File: config.mk
export PLATFORM = sky130hd
export DESIGN_NAME = ad9228_tx_gearbox_flat
export DESIGN_NICKNAME = d
export VERILOG_FILES = /design/src/rtl/ad9228_tx_gearbox_if.sv /design/src/rtl/ad9228_tx_gearbox.sv /design/src/flat_wrapper.sv
export SDC_FILE = /design/constraint.sdc
export NUM_CORES = 1
export LEC_CHECK = 0
export ABC_AREA = 1
export CAP_MARGIN = 25
export CORE_UTILIZATION = 52
export CTS_CLUSTER_DIAMETER = 50
export DETAILED_ROUTE_END_ITERATION = 10
export PLACE_DENSITY = 0.8
export REMOVE_ABC_BUFFERS = 1
export SLEW_MARGIN = 20
export SYNTH_ARGS = -nofsm -noshare
export SYNTH_HDL_FRONTEND = slang
export SYNTH_SLANG_ARGS = --single-unit
File: constraint.sdc
create_clock -name dco_div4 -period 1.8 [get_ports dco_div4]
set_input_delay 0.27 -clock dco_div4 [delete_from_list [all_inputs] [get_ports dco_div4]]
set_output_delay 0.27 -clock dco_div4 [all_outputs]
set_load 0.05 [all_outputs]
File: src/rtl/ad9228_tx_gearbox_if.sv
// Sample-word handshake between a word source and the AD9228 transmit gearbox.
interface ad9228_tx_gearbox_if #(
    parameter int unsigned DATA_WIDTH = 12
);
    logic [DATA_WIDTH-1:0] word_in;
    logic                  word_valid;
    logic                  word_ready;

    modport master (output word_in, output word_valid, input word_ready);
    modport slave  (input word_in, input word_valid, output word_ready);
endinterface

File: src/rtl/ad9228_tx_gearbox.sv
// 12-to-8 transmit gearbox emulating one AD9228 LVDS lane: MSB-first data bytes plus
// matching FCO bytes, with a 2-entry input FIFO and an optional fixed bit slip.
module ad9228_tx_gearbox #(
    parameter int unsigned           DATA_WIDTH = 12,
    parameter int unsigned           BIT_OFFSET = 0,
    parameter logic [DATA_WIDTH-1:0] IDLE_WORD  = '0
) (
    input  logic                      dco_div4,
    input  logic                      rst,
    input  logic                      tx_en,
    ad9228_tx_gearbox_if.slave        word_if,
    output logic [7:0]                data_byte,
    output logic [7:0]                fco_byte,
    output logic                      underflow,
    output logic [15:0]               underflow_count
);
    typedef enum logic [1:0] {PH0, PH1, PH2} phase_t;

    phase_t state, state_next;

    logic [DATA_WIDTH-1:0] mem [2];
    logic                  wr_ptr, rd_ptr;
    logic [1:0]            count;
    logic                  push, pop, empty, take;
    logic [DATA_WIDTH-1:0] head;

    logic [7:0]  r, p, fco_r, fco_p, hold;
    logic [7:0]  r_next, fco_next, hold_next;
    logic        uf_next;
    logic [15:0] uf_cnt;
    logic [15:0] data_cat, fco_cat;

    assign word_if.word_ready = !rst && (count < 2'd2);
    assign push  = word_if.word_valid && word_if.word_ready;
    assign empty = (count == 2'd0);
    assign head  = empty ? IDLE_WORD : mem[rd_ptr];

    // Phases 0 and 1 each consume one word slot; phase 2 flushes the held low byte.
    always_comb begin
        state_next = PH0;
        r_next     = '0;
        fco_next   = '0;
        hold_next  = hold;
        take       = 1'b0;
        if (tx_en) begin
            unique case (state)
                PH0: begin
                    state_next = PH1;
                    take       = 1'b1;
                    r_next     = head[11:4];
                    fco_next   = 8'hFC;
                    hold_next  = head[7:0];
                end
                PH1: begin
                    state_next = PH2;
                    take       = 1'b1;
                    r_next     = {hold[3:0], head[11:8]};
                    fco_next   = 8'h0F;
                    hold_next  = head[7:0];
                end
                default: begin
                    state_next = PH0;
                    r_next     = hold;
                    fco_next   = 8'hC0;
                end
            endcase
        end
        pop     = take && !empty;
        uf_next = take && empty;
    end

    always_ff @(posedge dco_div4) begin
        if (push) mem[wr_ptr] <= word_if.word_in;
    end

    always_ff @(posedge dco_div4 or posedge rst) begin
        if (rst) begin
            state     <= PH0;
            r         <= '0;
            p         <= '0;
            fco_r     <= '0;
            fco_p     <= '0;
            hold      <= '0;
            wr_ptr    <= 1'b0;
            rd_ptr    <= 1'b0;
            count     <= '0;
            underflow <= 1'b0;
            uf_cnt    <= '0;
        end else begin
            state     <= state_next;
            r         <= r_next;
            p         <= r;
            fco_r     <= fco_next;
            fco_p     <= fco_r;
            hold      <= hold_next;
            underflow <= uf_next;
            if (uf_next && (uf_cnt != '1)) uf_cnt <= uf_cnt + 16'd1;
            if (push) wr_ptr <= ~wr_ptr;
            if (pop)  rd_ptr <= ~rd_ptr;
            count <= count + 2'(push) - 2'(pop);
        end
    end

    // The slip window spans the previous and current byte, so offsets 0..7 stay static.
    assign data_cat        = {p, r};
    assign fco_cat         = {fco_p, fco_r};
    assign data_byte       = 8'(data_cat >> BIT_OFFSET);
    assign fco_byte        = 8'(fco_cat >> BIT_OFFSET);
    assign underflow_count = uf_cnt;
endmodule
File: src/flat_wrapper.sv
// flat-port wrapper written by rule: the top's interface ports become plain ports
module ad9228_tx_gearbox_flat 
#(
    parameter int unsigned           DATA_WIDTH = 12,
    parameter int unsigned           BIT_OFFSET = 0,
    parameter logic [DATA_WIDTH-1:0] IDLE_WORD  = '0
)
  (dco_div4, rst, tx_en, data_byte, fco_byte, underflow, underflow_count, word_if_word_in, word_if_word_valid, word_if_word_ready);
  ad9228_tx_gearbox_if #(.DATA_WIDTH(DATA_WIDTH)) word_if_i ();
  input  logic dco_div4;
  input  logic rst;
  input  logic tx_en;
  output logic [7:0] data_byte;
  output logic [7:0] fco_byte;
  output logic underflow;
  output logic [15:0] underflow_count;
  input wire logic [$bits(word_if_i.word_in)-1:0] word_if_word_in;
  input wire logic [$bits(word_if_i.word_valid)-1:0] word_if_word_valid;
  output wire logic [$bits(word_if_i.word_ready)-1:0] word_if_word_ready;
  assign word_if_i.word_in = word_if_word_in;
  assign word_if_i.word_valid = word_if_word_valid;
  assign word_if_word_ready = word_if_i.word_ready;
  ad9228_tx_gearbox #(.DATA_WIDTH(DATA_WIDTH), .BIT_OFFSET(BIT_OFFSET), .IDLE_WORD(IDLE_WORD)) u_core (.dco_div4(dco_div4), .rst(rst), .tx_en(tx_en), .word_if(word_if_i), .data_byte(data_byte), .fco_byte(fco_byte), .underflow(underflow), .underflow_count(underflow_count));
endmodule
Word-level counts from Yosys, hierarchy flattened --
Memories as Yosys holds them, arrays and structs flattened. Index checks and enable logic that the tools add are counted.
Operators by class: eq/ne operators 2, muxes and demuxes 11, bitwise operators 2, reduce and logical (&&, ||, !) cells 11, $add $sub $neg 3, magnitude comparators 1
Operators with widths (count):
- 8-bit one-hot mux with 2 select lines | 2
- 16-bit by 1-bit adder with 16-bit output (second input constant) | 1
- 8-bit 2-to-1 mux | 2
- 16-bit inequality test (second input constant) | 1
- 12-bit 2-to-1 mux | 1
- 1-bit logical AND | 5
- 2-bit zero test | 2
- 1-bit 2-to-1 mux | 4
- 2-bit one-hot mux with 2 select lines | 1
- 2-bit by 1-bit adder with 2-bit output | 1
- 2-bit by 1-bit == test with 1-bit output (second input constant) | 1
- 1-bit zero test | 2
- 2-bit less-than comparator (second input constant) | 1
- 2-bit 2-to-1 mux | 1
- 1-bit NOT | 2
- 2-bit AND reduction | 1
- 2-bit OR reduction | 1
- 2-bit by 1-bit subtractor with 2-bit output | 1
Word-level totals: word-level logic and storage cells 40, RAM bits 24, memories 1, register bits after elaboration 47, bits of input ports 16
Memory list:
- u_core.mem | depth 2, bits a word 12, read ports 1, clocked after memory_dff 0, write ports 1, line ad9228_tx_gearbox.sv:21 | logic [DATA_WIDTH-1:0] mem [2];

Depth between registers and ports, before layout --
depth after elaboration 6, depth in mapped cells 9

Worst setup path after synthesis --
No wires, ideal clock.
path kind reg-to-reg, start reg u_core.count[1], end mem u_core.mem[0][0] (enable), stages on the path, launching flop included 4, data arrival time 1.960 ns, buffers on the path 0, setup slack -0.540 ns, cell sequence dfrtp_1 > nor2_1 > nand2_1 > nor2_1
On the way: longest elaborated chain between the ends 5
RTL lines:
- start: declaration | line ad9228_tx_gearbox.sv:23 | logic [1:0] count;
- start signal: assignment | line ad9228_tx_gearbox.sv:100 | count <= count + 2'(push) - 2'(pop);
- 2-bit less-than comparator | line ad9228_tx_gearbox.sv:33 | assign word_if.word_ready = !rst && (count < 2'd2);
- 1-bit logical AND | line ad9228_tx_gearbox.sv:33
- net word_if_word_ready | line flat_wrapper.sv:19 | output wire logic [$bits(word_if_i.word_ready)-1:0] word_if_word_ready;
- 1-bit logical AND | line ad9228_tx_gearbox.sv:34 | assign push = word_if.word_valid && word_if.word_ready;
- 1-bit 2-to-1 mux | line ad9228_tx_gearbox.sv:73 | if (push) mem[wr_ptr] <= word_if.word_in;
- 1-bit 2-to-1 mux (implied by the code) | line ad9228_tx_gearbox.sv:73
- end: declaration | line ad9228_tx_gearbox.sv:21
The timed path passes the listed nets, and every way through them passes these cells.

Worst setup path in the final report --
start reg u_core.r[6], in the netlist u_core.data_byte[6], end out data_byte[6]
RTL lines:
- start: declaration | line ad9228_tx_gearbox.sv:27 | logic [7:0] r, p, fco_r, fco_p, hold;
- start signal: assignment | line ad9228_tx_gearbox.sv:91 | r <= r_next;
- end: declaration | line flat_wrapper.sv:13 | output logic [7:0] data_byte;
No word-level cell between the ends.

==> out/summary.txt <==
post-DP HPWL -> 4.16 mm
Hold-fix buffers, CTS -> 0
FILL cells -> 415
most frequent cell after synthesis -> nand2_1
routability cong. -> 0.820
Synth top cells by count -> nand2_1 (96), dfrtp_1 (41), nor2_1 (39), edfxtp_1 (24), inv_1 (24)
initial antenna violation count -> 0
clk_lat worst skew -> 0.36 ns
Core Area -> 5270 µm²
Post-route DRC -> 0
nets -> 390
post-route ant nets -> 0
Slew Limit Headroom -> 66.3%
critical path class -> reg -> out
top post-synthesis cells by area -> dfrtp_1 (35%), edfxtp_1 (25%), nand2_1 (12%)
CTS H-tree depth -> 3
outcome -> finished, final reports clean
post-synthesis sequential area ratio -> 59.7%
WP data arrival -> 1.47 ns
antenna cells -> 0
ys flop type -> dfrtp_1
CP Cell Sequence -> clkdlybuf4s50_1
Synth Register Bits -> 65
CP endpoint kind -> output port
crit start category -> flop
First-pass DRT Iterations -> 5
DR vias/cell -> 5.11
Total GRT Usage -> 23.1%
max-slew violation count -> 0
Worst Tran Pin Value -> 0.506 ns
worst hold slack -> 0.378 ns
Worst path max stage delay -> 0.79 ns
synthesized area per cell -> 9.53 µm²
CTS buffer count -> 9
clk sink count -> 65
Final Critical Period -> 1.74 ns
std cell rows -> 26
area delta synth->final -> 27.8%
DR vias -> 2279
CTS tree -> built
Initial Utilization -> 55.5%
Yosys top cell area share -> 35.1%
post-synthesis cell type count -> 27
Final Instance Area -> 3740 µm²
Top Ports -> 50
Worst Slack Setup Final -> 0.0620 ns
Die Area -> 5930 µm²
total wire length -> 5.97 mm
ratio of cells with drive above 1 in the final layout -> 16.8%
critical path's top delay family -> buffers and inverters
routed length per instance -> 13.4 µm
port bufs -> 49
Final setup viols -> 0
leading area contributor after synthesis -> dfrtp_1
Worst Path Max Fanout -> 1
RSZ-0062 raised after global routing -> no
Final Cycle Share -> 96.6%
Post-synth EDFFs -> 24
die boundary height -> 77.0 µm
Peak Freq -> 575 MHz
buffers plus inverters on the worst setup path -> 1
worst clock skew -> 0.0133 ns
Leakage -> 1.69 nW
total gr overflow -> 0
post-layout util -> 70.9%
slowest CP cell -> clkdlybuf4s50_1
placed cell area -> 3530 µm²
Iteration-0 DRC Markers -> 147
Root Driver -> clkbuf_8
Cell Pwr Density -> 1440 nW/µm²
Hold Path Class -> in -> async
max cap viols -> 0
pre-CTS WS -> 0.0837 ns
Synth Warn # -> 0
pin count of the biggest net entering global routing -> 42
Clock Pin Slew Worst Setup and Hold Paths -> 0.08 ns
Max IR drop VDD -> 0.000865 V
vias in the first global route -> 2183
Max Root-Sink Buffers -> 2
ys async rst share -> 63.1%
Required @ worst endpoint -> 1.53 ns
first-pass GRT wire length -> 10.4 mm
chip width -> 77.0 µm
Cell Area, Synth -> 2930 µm²
cells after synthesis -> 307
Final Hold Vio Count -> 0
## repair_timing
action	CTS	global route
resized for setup	3	1
hold endpoints to repair	0	0
endpoints found under the setup margin	3	1
buffers inserted	0	0
## area by class of cell
cell class / count / area [µm²] / area share [%]
multi-input cells: 206 / 1020 / 27.2
inverters: 28 / 105 / 2.81
clock buffers: 9 / 124 / 3.31
well taps: 70 / 87.6 / 2.34
clock inverters: 7 / 81.3 / 2.18
flip-flops and latches: 65 / 1750 / 46.7
repair buffers: 61 / 577 / 15.4
## sequential cells by signal, indices dropped and copies added (netlist names), 2 cells and up
| register | flops |
|---|---|
| u_core.hold | 8 |
| u_core.fco_byte | 3 |
| u_core.data_byte | 8 |
| u_core.underflow_count | 16 |
| u_core.count | 2 |
| u_core.mem | 24 |
## logic make-up (layout without fill, tap and decap cells)
family | after synthesis | in the layout | synth area share (%)
AND/OR/NAND/NOR | 160 | 160 | 23.4
flip-flops | 65 | 65 | 59.7
buffers and inverters | 36 | 105 | 5.52
AO/OA/AOI/OAI | 33 | 33 | 7.14
XOR/XNOR | 10 | 10 | 2.99
adder cells (fa/ha/maj) | 3 | 3 | 1.28
## through the flow
step	power [W]	TNS (ns)	std cells
floorplan	0.00338	-14.84	299
global placement	0.00403	0	430
detailed placement	0.00410	0	430
CTS	0.00539	0	446
global route	0.00568	0	446
finish	0.00537	0	446
## layer usage
metal,GRT usage (%),share of wire (%),vias to the layer above
met5,0,0,-
met4,9.81,1.5,0
met3,5.60,6.5,7
met2,35.2,47,101
met1,31.8,45,1043
li1,-,-,1128
## where the power goes
part	total, W	switching (W)	internal (W)
combinational	0.00197	0.00130	0.000667
clock	0.00129	0.000629	0.000663
sequential	0.00211	0.000240	0.00187
## placed cells by master (no fill, tap or decap), types with 5 or more instances in the layout
| cell | n |
|---|---|
| nor2_1 | 39 |
| dfrtp_1 | 41 |
| xnor2_1 | 5 |
| nand2_1 | 96 |
| clkbuf_8 | 9 |
| buf_4 | 29 |
| xor2_1 | 5 |
| o21ai_0 | 12 |
| nand3_1 | 8 |
| edfxtp_1 | 24 |
| clkdlybuf4s50_1 | 24 |
| nand4_1 | 6 |
| inv_6 | 5 |
| a21oi_1 | 8 |
| inv_1 | 24 |
## path summary, 6_finish.rpt
check                      cells after the start                         end  slack [ns]                       from
setup / recovery                               1                data_byte[6]        0.06        u_core.data_byte[6]
hold / removal                                 3   u_core.underflow_count[3]        0.38                        rst
setup reg to reg                               9  u_core.underflow_count[11]        0.16  u_core.underflow_count[0]
hold reg to reg                                2              u_core.hold[4]        0.50             u_core.hold[4]
max in group asynchronous                      3   u_core.underflow_count[7]        1.07                        rst
min in group dco_div4                          1           u_core.mem[1][10]        0.49        word_if_word_in[10]
Note: power is estimated with default switching activity, not from simulation.
